<file path="config.mk">
export PLATFORM = sky130hd
export DESIGN_NAME = rr_arbiter8
export DESIGN_NICKNAME = d
export VERILOG_FILES = /design/src/rtl/rr_arbiter8.sv
export SDC_FILE = /design/constraint.sdc
export NUM_CORES = 1
export LEC_CHECK = 0
export ABC_AREA = 1
export CORE_MARGIN = 2
export CORE_UTILIZATION = 28
export CTS_CLUSTER_DIAMETER = 200
export DETAILED_ROUTE_END_ITERATION = 16
export SLEW_MARGIN = 20
export SYNTH_ARGS = -nofsm -noshare
export SYNTH_HDL_FRONTEND = slang
export SYNTH_SLANG_ARGS = --single-unit
</file>
<file path="constraint.sdc">
create_clock -name clk_i -period 5.66 [get_ports clk_i]
set_input_delay 0.566 -clock clk_i [delete_from_list [all_inputs] [get_ports clk_i]]
set_output_delay 0.566 -clock clk_i [all_outputs]
set_load 0.01 [all_outputs]
</file>
<file path="src/rtl/rr_arbiter8.sv">
// rr_arbiter8: eight-requester round-robin arbiter with grant hold, explicit
// release and a hold-time watchdog. A registered priority pointer rotates the
// request vector ahead of a plain priority encoder, so no requester starves.
//
//   state   | meaning
//   --------+-------------------------------------------------------------
//   S_IDLE  | no owner; arbitrate from ptr_q, also the turnaround cycle
//   S_GRANT | owner_q holds the resource until release, withdrawal or limit
module rr_arbiter8 #(
    parameter int unsigned MAX_HOLD = 15
) (
    input  logic       clk_i,
    input  logic       rst_i,
    input  logic [7:0] req_i,
    input  logic       release_i,
    output logic [7:0] gnt_o,
    output logic [2:0] gnt_id_o,
    output logic       gnt_vld_o,
    output logic       timeout_o
);

    localparam int unsigned CW = (MAX_HOLD < 1) ? 1 : $clog2(MAX_HOLD + 1);
    // Counter value on the last permitted hold cycle; unused when MAX_HOLD is 0.
    localparam logic [CW-1:0] HOLD_LAST = (MAX_HOLD == 0) ? '0 : CW'(MAX_HOLD - 1);
    localparam bit WD_EN = (MAX_HOLD != 0);

    typedef enum logic {
        S_IDLE  = 1'b0,
        S_GRANT = 1'b1
    } state_t;

    state_t        state_q, state_d;
    logic [2:0]    ptr_q, ptr_d;
    logic [2:0]    owner_q, owner_d;
    logic [CW-1:0] cnt_q, cnt_d;
    logic [7:0]    gnt_q, gnt_d;
    logic [2:0]    gnt_id_q, gnt_id_d;
    logic          gnt_vld_q, gnt_vld_d;
    logic          timeout_q, timeout_d;

    logic [15:0]   req_dbl;
    logic [7:0]    req_rot;
    logic [2:0]    rot_enc;
    logic [2:0]    pick_idx;
    logic          owner_req;
    logic          wd_hit;
    logic          grant_end;

    // Rotate requests so ptr_q lands at bit 0, then take the lowest set bit.
    always_comb begin
        req_dbl  = {req_i, req_i};
        req_rot  = req_dbl[ptr_q +: 8];
        rot_enc  = 3'd0;
        for (int i = 7; i >= 0; i--) begin
            if (req_rot[i]) begin
                rot_enc = 3'(i);
            end
        end
        pick_idx = ptr_q + rot_enc;
    end

    // Grant-end causes; release outranks withdrawal, which outranks the limit.
    always_comb begin
        owner_req = req_i[owner_q];
        wd_hit    = WD_EN && (cnt_q == HOLD_LAST);
        grant_end = release_i || !owner_req || wd_hit;
    end

    // Next-state and registered-output logic.
    always_comb begin
        state_d   = state_q;
        ptr_d     = ptr_q;
        owner_d   = owner_q;
        cnt_d     = cnt_q;
        gnt_d     = gnt_q;
        gnt_id_d  = gnt_id_q;
        gnt_vld_d = gnt_vld_q;
        timeout_d = 1'b0;
        case (state_q)
            S_IDLE: begin
                if (|req_i) begin
                    owner_d   = pick_idx;
                    gnt_d     = 8'b1 << pick_idx;
                    gnt_id_d  = pick_idx;
                    gnt_vld_d = 1'b1;
                    cnt_d     = '0;
                    state_d   = S_GRANT;
                end else begin
                    gnt_d     = 8'h00;
                    gnt_id_d  = 3'd0;
                    gnt_vld_d = 1'b0;
                end
            end
            S_GRANT: begin
                if (grant_end) begin
                    // Only a pure watchdog revoke is flagged.
                    timeout_d = !release_i && owner_req;
                    gnt_d     = 8'h00;
                    gnt_id_d  = 3'd0;
                    gnt_vld_d = 1'b0;
                    ptr_d     = owner_q + 3'd1;
                    state_d   = S_IDLE;
                end else begin
                    cnt_d = cnt_q + CW'(1);
                end
            end
            default: state_d = S_IDLE;
        endcase
    end

    // State and output registers with asynchronous reset.
    always_ff @(posedge clk_i or posedge rst_i) begin
        if (rst_i) begin
            state_q   <= S_IDLE;
            ptr_q     <= 3'd0;
            owner_q   <= 3'd0;
            cnt_q     <= '0;
            gnt_q     <= 8'h00;
            gnt_id_q  <= 3'd0;
            gnt_vld_q <= 1'b0;
            timeout_q <= 1'b0;
        end else begin
            state_q   <= state_d;
            ptr_q     <= ptr_d;
            owner_q   <= owner_d;
            cnt_q     <= cnt_d;
            gnt_q     <= gnt_d;
            gnt_id_q  <= gnt_id_d;
            gnt_vld_q <= gnt_vld_d;
            timeout_q <= timeout_d;
        end
    end

    assign gnt_o     = gnt_q;
    assign gnt_id_o  = gnt_id_q;
    assign gnt_vld_o = gnt_vld_q;
    assign timeout_o = timeout_q;

endmodule

</file>
======== Word level (Yosys, flattened, before mapping) ========
Index checks and enable logic that the tools add are counted.
cells by class
  add/sub/neg operators ................... 3
  order comparisons ....................... 1
  eq/ne operators ......................... 4
  shifts and indexed selects .............. 2
  mux-type cells .......................... 26
  bitwise gates (word level) .............. 1
  reductions and logical operators ........ 9
operators with widths
  operator                                                              count
  3-bit two-way mux                                                     10
  8-bit two-way mux                                                     2
  8-bit case mux with 2 select lines                                    1
  16-bit by 4-bit indexed part select with 8-bit output                 1
  4-bit two-way mux                                                     2
  4-bit case mux with 2 select lines                                    1
  8-bit OR reduction                                                    1
  1-bit by 3-bit << shifter with 8-bit output, first input constant     1
  1-bit two-way mux                                                     6
  3-bit case mux with 2 select lines                                    1
  2-bit AND reduction                                                   3
  4-bit by 1-bit adder with 4-bit output, second input constant         1
  4-bit == test, second input constant                                  1
  3-bit by 4-bit < comparator with 1-bit output, second input constant  1
  2-bit != test, second input constant                                  2
  1-bit case mux with 2 select lines                                    2
  3-bit by 1-bit adder with 3-bit output, second input constant         1
  3-bit adder                                                           1
  1-bit binary-select mux with 3-bit select                             1
  1-bit zero test                                                       2
  1-bit logical OR                                                      2
  2-bit by 1-bit != test with 1-bit output, second input constant       1
  1-bit logical AND                                                     1
  1-bit inverter                                                        1
word-level totals
  bits in registers ....................... 24
  input port bits ......................... 11
  output and inout bits ................... 13
  word-level logic and storage cells ...... 54

======== Logic depth before layout (Yosys ltp) ========
  word-level depth ........................ 13
  gate-level depth with buffers ........... 22
  gate-level depth less buffers ........... 21

======== Worst setup path after synthesis ========
Ideal clock, no wire load.
  path type ............................... reg-to-reg
  from .................................... register ptr_q[0]
  to ...................................... register gnt_id_q[2] (netlist: gnt_id_o[2])
  setup time .............................. 117 ps
  arrival time ............................ 2,389 ps
  required time ........................... 5,543 ps
  setup slack ............................. 3,154 ps
  stages on the path, launching flop included .. 23
  buffers on the path ..................... 1
  period minus slack after synthesis ...... 2,506 ps
  cells stage by stage .................... dfrtp_1 buf_6 inv_6 nand2_2 nand3_1 nand3_1 nand2_1 inv_1 nand2_1 nand2_1 nand2_1 nand2_1 a21boi_0 ha_1 inv_1 fa_1 xor2_1 inv_1 nand3_2 nand2_4 inv_2 nand2_2 nand2_1
on the way
  word-level cells in the longest chain between the ends .. 12
RTL lines
  item                                                   line  RTL
  start: declaration                                     33    logic [2:0] ptr_q, ptr_d;
  start signal: assignment                               124   ptr_q <= ptr_d;
  16-bit by 4-bit indexed part select with 8-bit output  52    req_rot = req_dbl[ptr_q +: 8];
  3-bit two-way mux (8 in a row)                         55    if (req_rot[i]) begin
  3-bit adder *                                          59    pick_idx = ptr_q + rot_enc;
  3-bit two-way mux *                                    81    if (|req_i) begin
  3-bit case mux with 2 select lines *                   79    case (state_q)
  end signal: assignment                                 128   gnt_id_q <= gnt_id_d;
  end: declaration                                       37    logic [2:0] gnt_id_q, gnt_id_d;
Every way passes the cells marked *; elsewhere a longest branch is shown, timed or not.
A chain may end at the register's enable or synchronous reset.

======== Final worst setup path ========
  from .................................... input port req_i[6]
  to ...................................... register gnt_q[7] (netlist: gnt_o[7])
on the way
  word-level cells in the longest chain between the ends .. 13
  elaborated cells on any way between the ends .. 20
  those cells by class .................... 1 x add/sub; 1 x eq/ne; 2 x shift; 12 x mux; 4 x reduce/logical
RTL lines
  item                                                   line  RTL
  start: declaration                                     14    input logic [7:0] req_i,
  16-bit by 4-bit indexed part select with 8-bit output  52
  3-bit two-way mux (8 in a row)                         55
  3-bit adder                                            59
  1-bit by 3-bit << shifter with 8-bit output            83    gnt_d = 8'b1 << pick_idx;
  8-bit two-way mux                                      81
  8-bit case mux with 2 select lines                     79
  end signal: assignment                                 127   gnt_q <= gnt_d;
  end: declaration                                       36    logic [7:0] gnt_q, gnt_d;
Parallel ways exist; a longest one is shown, timed or not. The select of a mux whose other input is x is not followed.

==> out/qor.yml <==
status:
  status: "completed"
routing:
  routed_via_density: 4.60
  drt_first_iter_violations: 79
  drc: 0
  routed_wl_mm: 3.69
  via_count: 1505
  wire_per_inst_um: 11.3
  final_antenna_net_count: 0
  drt-pass1-iter-count: 4
global_route:
  grt_pass1_vias: 1533
  antenna_found_initial: 0
  grt_max_degree: 25
  grtUsageTotal_pct: 12.3
  grt-ovfl-total: 0
  grt_pass1_wl_mm: 6.56
placement:
  port_buffers: 23
  routabilityCongestion: 0.865
  place_area_um2: 1960
  dp.final_hpwl_mm: 2.80
floorplanning:
  start_util_pct: 28.6
  fp.dieH_um: 81.4
  die-area_um2: 6620
  rows: 28
  core_region_area_um2: 5850
  die_x_um: 81.4
  ios: 24
power_and_ir_drop:
  ir_drop_uv: 259
  power_switching_share_pct: 51.8
  p_clk_share_pct: 9.9
  p_total_uw: 1190
  pwr-share-seq_pct: 25.9
  internal_power_uw: 572
  comb_power_share_pct: 64.2
  leakagePower_uw: 0.00102
  power-per-cell-area_nw_per_um2: 589
  switchingPower_uw: 615
logic_synthesis:
  synth_cell_types: 31
  syn_inst: 229
  synthesis.nets: 245
  avgSynthCellArea_um2: 7.32
  yosysSeqAreaShare_pct: 35.8
  synth_seq_cells: 24
  syn_area_um2: 1680
  ys_warn_count: 0
job:
  cap_violations: 0
clock_network:
  clock_path_buffers: 2
  cts-root-buf: "clkbuf_8"
  cts_resized: 0
  cts_tree: "yes"
  ctsHoldBuffers: 0
  htreeDepth: 1
  cts-buffers-inserted: 3
  clkSinkCount: 24
  clkTransAtPathRegs_ns: 0.08
  worstSkewPairLatency_ns: 0.27
  cts_setup_buffers: 0
worst_hold_path:
  hold_class: "flip-flop to flip-flop"
worst_setup_path:
  cp-end-kind: "flip-flop"
  cp.arrival_ns: 3.22
  start_kind: "primary input"
  crit_required_ns: 5.82
  cp_max_fo: 5
  critPathKind: "primary input to flip-flop"
layout:
  most-common-layout-cells: "nand2_1 (80), nand3_1 (24), dfrtp_1 (24)"
  final_cell_area_um2: 2020
  fillCellCount: 622
  drive_above_1_share_pct: 15.1
  layout_commonest_cell: "nand2_1"
  areaGrowthSynthToFinish_pct: 20.4
  diodes: 0
  fin_nets: 269
timing:
  worst_slew_pin_slew_ns: 0.929
  fin_crit_sh_pct: 54.1
  fmax_mhz: 326
  post-route-min-period_ns: 3.06
  grt_setup_unrepaired: "no"
  report.final.slew_viol_count: 0
  skew_ns: 0.00660
  setup_tns_ns: 0
  hold_viol: 0
  max_slew_margin_pct: 38.0
  hold_ws_ns: 0.482
  setup_viol: 0
## final timing paths
check / from / to / slack, ns / cells after the start
min in group asynchronous: rst_i / cnt_q[1] / 0.79 / 2
min reg2reg: gnt_o[0] / gnt_o[0] / 0.48 / 2
min: gnt_o[0] / gnt_o[0] / 0.48 / 2
max: req_i[6] / gnt_o[7] / 2.60 / 21
max in group asynchronous: rst_i / gnt_o[6] / 4.29 / 2
max reg2reg: ptr_q[0] / gnt_o[7] / 2.78 / 20
## final cells by class
type / instances / area [um2] / area share, %
multi-input cells: 179 / 943 / 46.8
inverters: 21 / 86.3 / 4.28
flip-flops and latches: 24 / 601 / 29.8
clock buffers: 4 / 55.1 / 2.73
well taps: 75 / 93.8 / 4.65
repair buffers: 24 / 238 / 11.8
## sequential cells by signal, summed over array words and instances, names as in the netlist
name	flops
ptr_q	3
timeout_o	1
gnt_o	8
cnt_q	4
state_q	1
gnt_id_o	3
owner_q	3
gnt_vld_o	1
## cell usage after synthesis (all sizes together)
master  count  area share (%)
inv        21             5.2
nor4        1            0.37
nand4       3             1.1
dfrtp      24              36
xor2        3             1.6
nor3        3            0.90
o21ai      10             3.0
a21oi       2            0.60
fa          1             1.2
nor2       16             4.2
o211ai      1            0.45
clkbuf      1            0.22
ha          4             3.0
buf         4             2.5
mux2i       1            0.60
nand3      35              14
nand2      95              24
xnor2       1            0.52
a21boi      1            0.45
o21bai      1            0.45
o22ai       1            0.37
## worst max-delay path, cell delays in order
cell and delay (ns):
clkdlybuf4s50_1 0.57, nand2_1 0.11, nand3_2 0.12, nand3_1 0.08, nand2_1 0.10, nand3_1 0.08
nand2_1 0.06, nand2_1 0.04, nand2_1 0.05, nand2_1 0.04, a21boi_0 0.17, ha_1 0.17
inv_1 0.05, fa_1 0.36, xor2_1 0.17, inv_1 0.09, nand3_2 0.13, nand2_4 0.12
inv_2 0.05, nand2_1 0.05, nand2_1 0.05
## through the flow
step	std cells	setup WS [ns]	util [%]
after floorplan	229	3.15	-
after global placement	323	2.35	33.5
after detailed placement	323	2.28	33.5
after CTS	327	2.57	34.5
after global routing	327	2.31	34.5
final	327	2.60	34.5
## kinds of logic (layout without fill, tap and decap cells)
logic type               Yosys count  after routing  share of synthesized area, %
flip-flops                        24             24                          35.8
XOR/XNOR                           4              4                          2.09
multiplexers                       1              1                         0.597
buffers and inverters             26             49                          7.84
adder cells (fa/ha/maj)            5              5                          4.18
AND/OR/NAND/NOR                  153            153                          44.1
AO/OA/AOI/OAI                     16             16                          5.30
## per-layer routing
layer | global-route usage [%] | vias to the layer above | part of all wire, %
met3 | 1.22 | 7 | 3.8
met2 | 19.9 | 30 | 43
li1 | - | 781 | -
met4 | 4.07 | 0 | 1.8
met1 | 17.1 | 687 | 52
met5 | 0 | - | 0
## power by group through the flow
stage / Combinational [uW] / Sequential (uW) / Clock (uW)
after floorplan: 633 / 280 / 0
after global placement: 755 / 311 / 0
after detailed placement: 763 / 311 / 0
after CTS: 772 / 308 / 121
after global routing: 884 / 318 / 127
final: 763 / 307 / 117
Power figures use the tool's default switching activity.
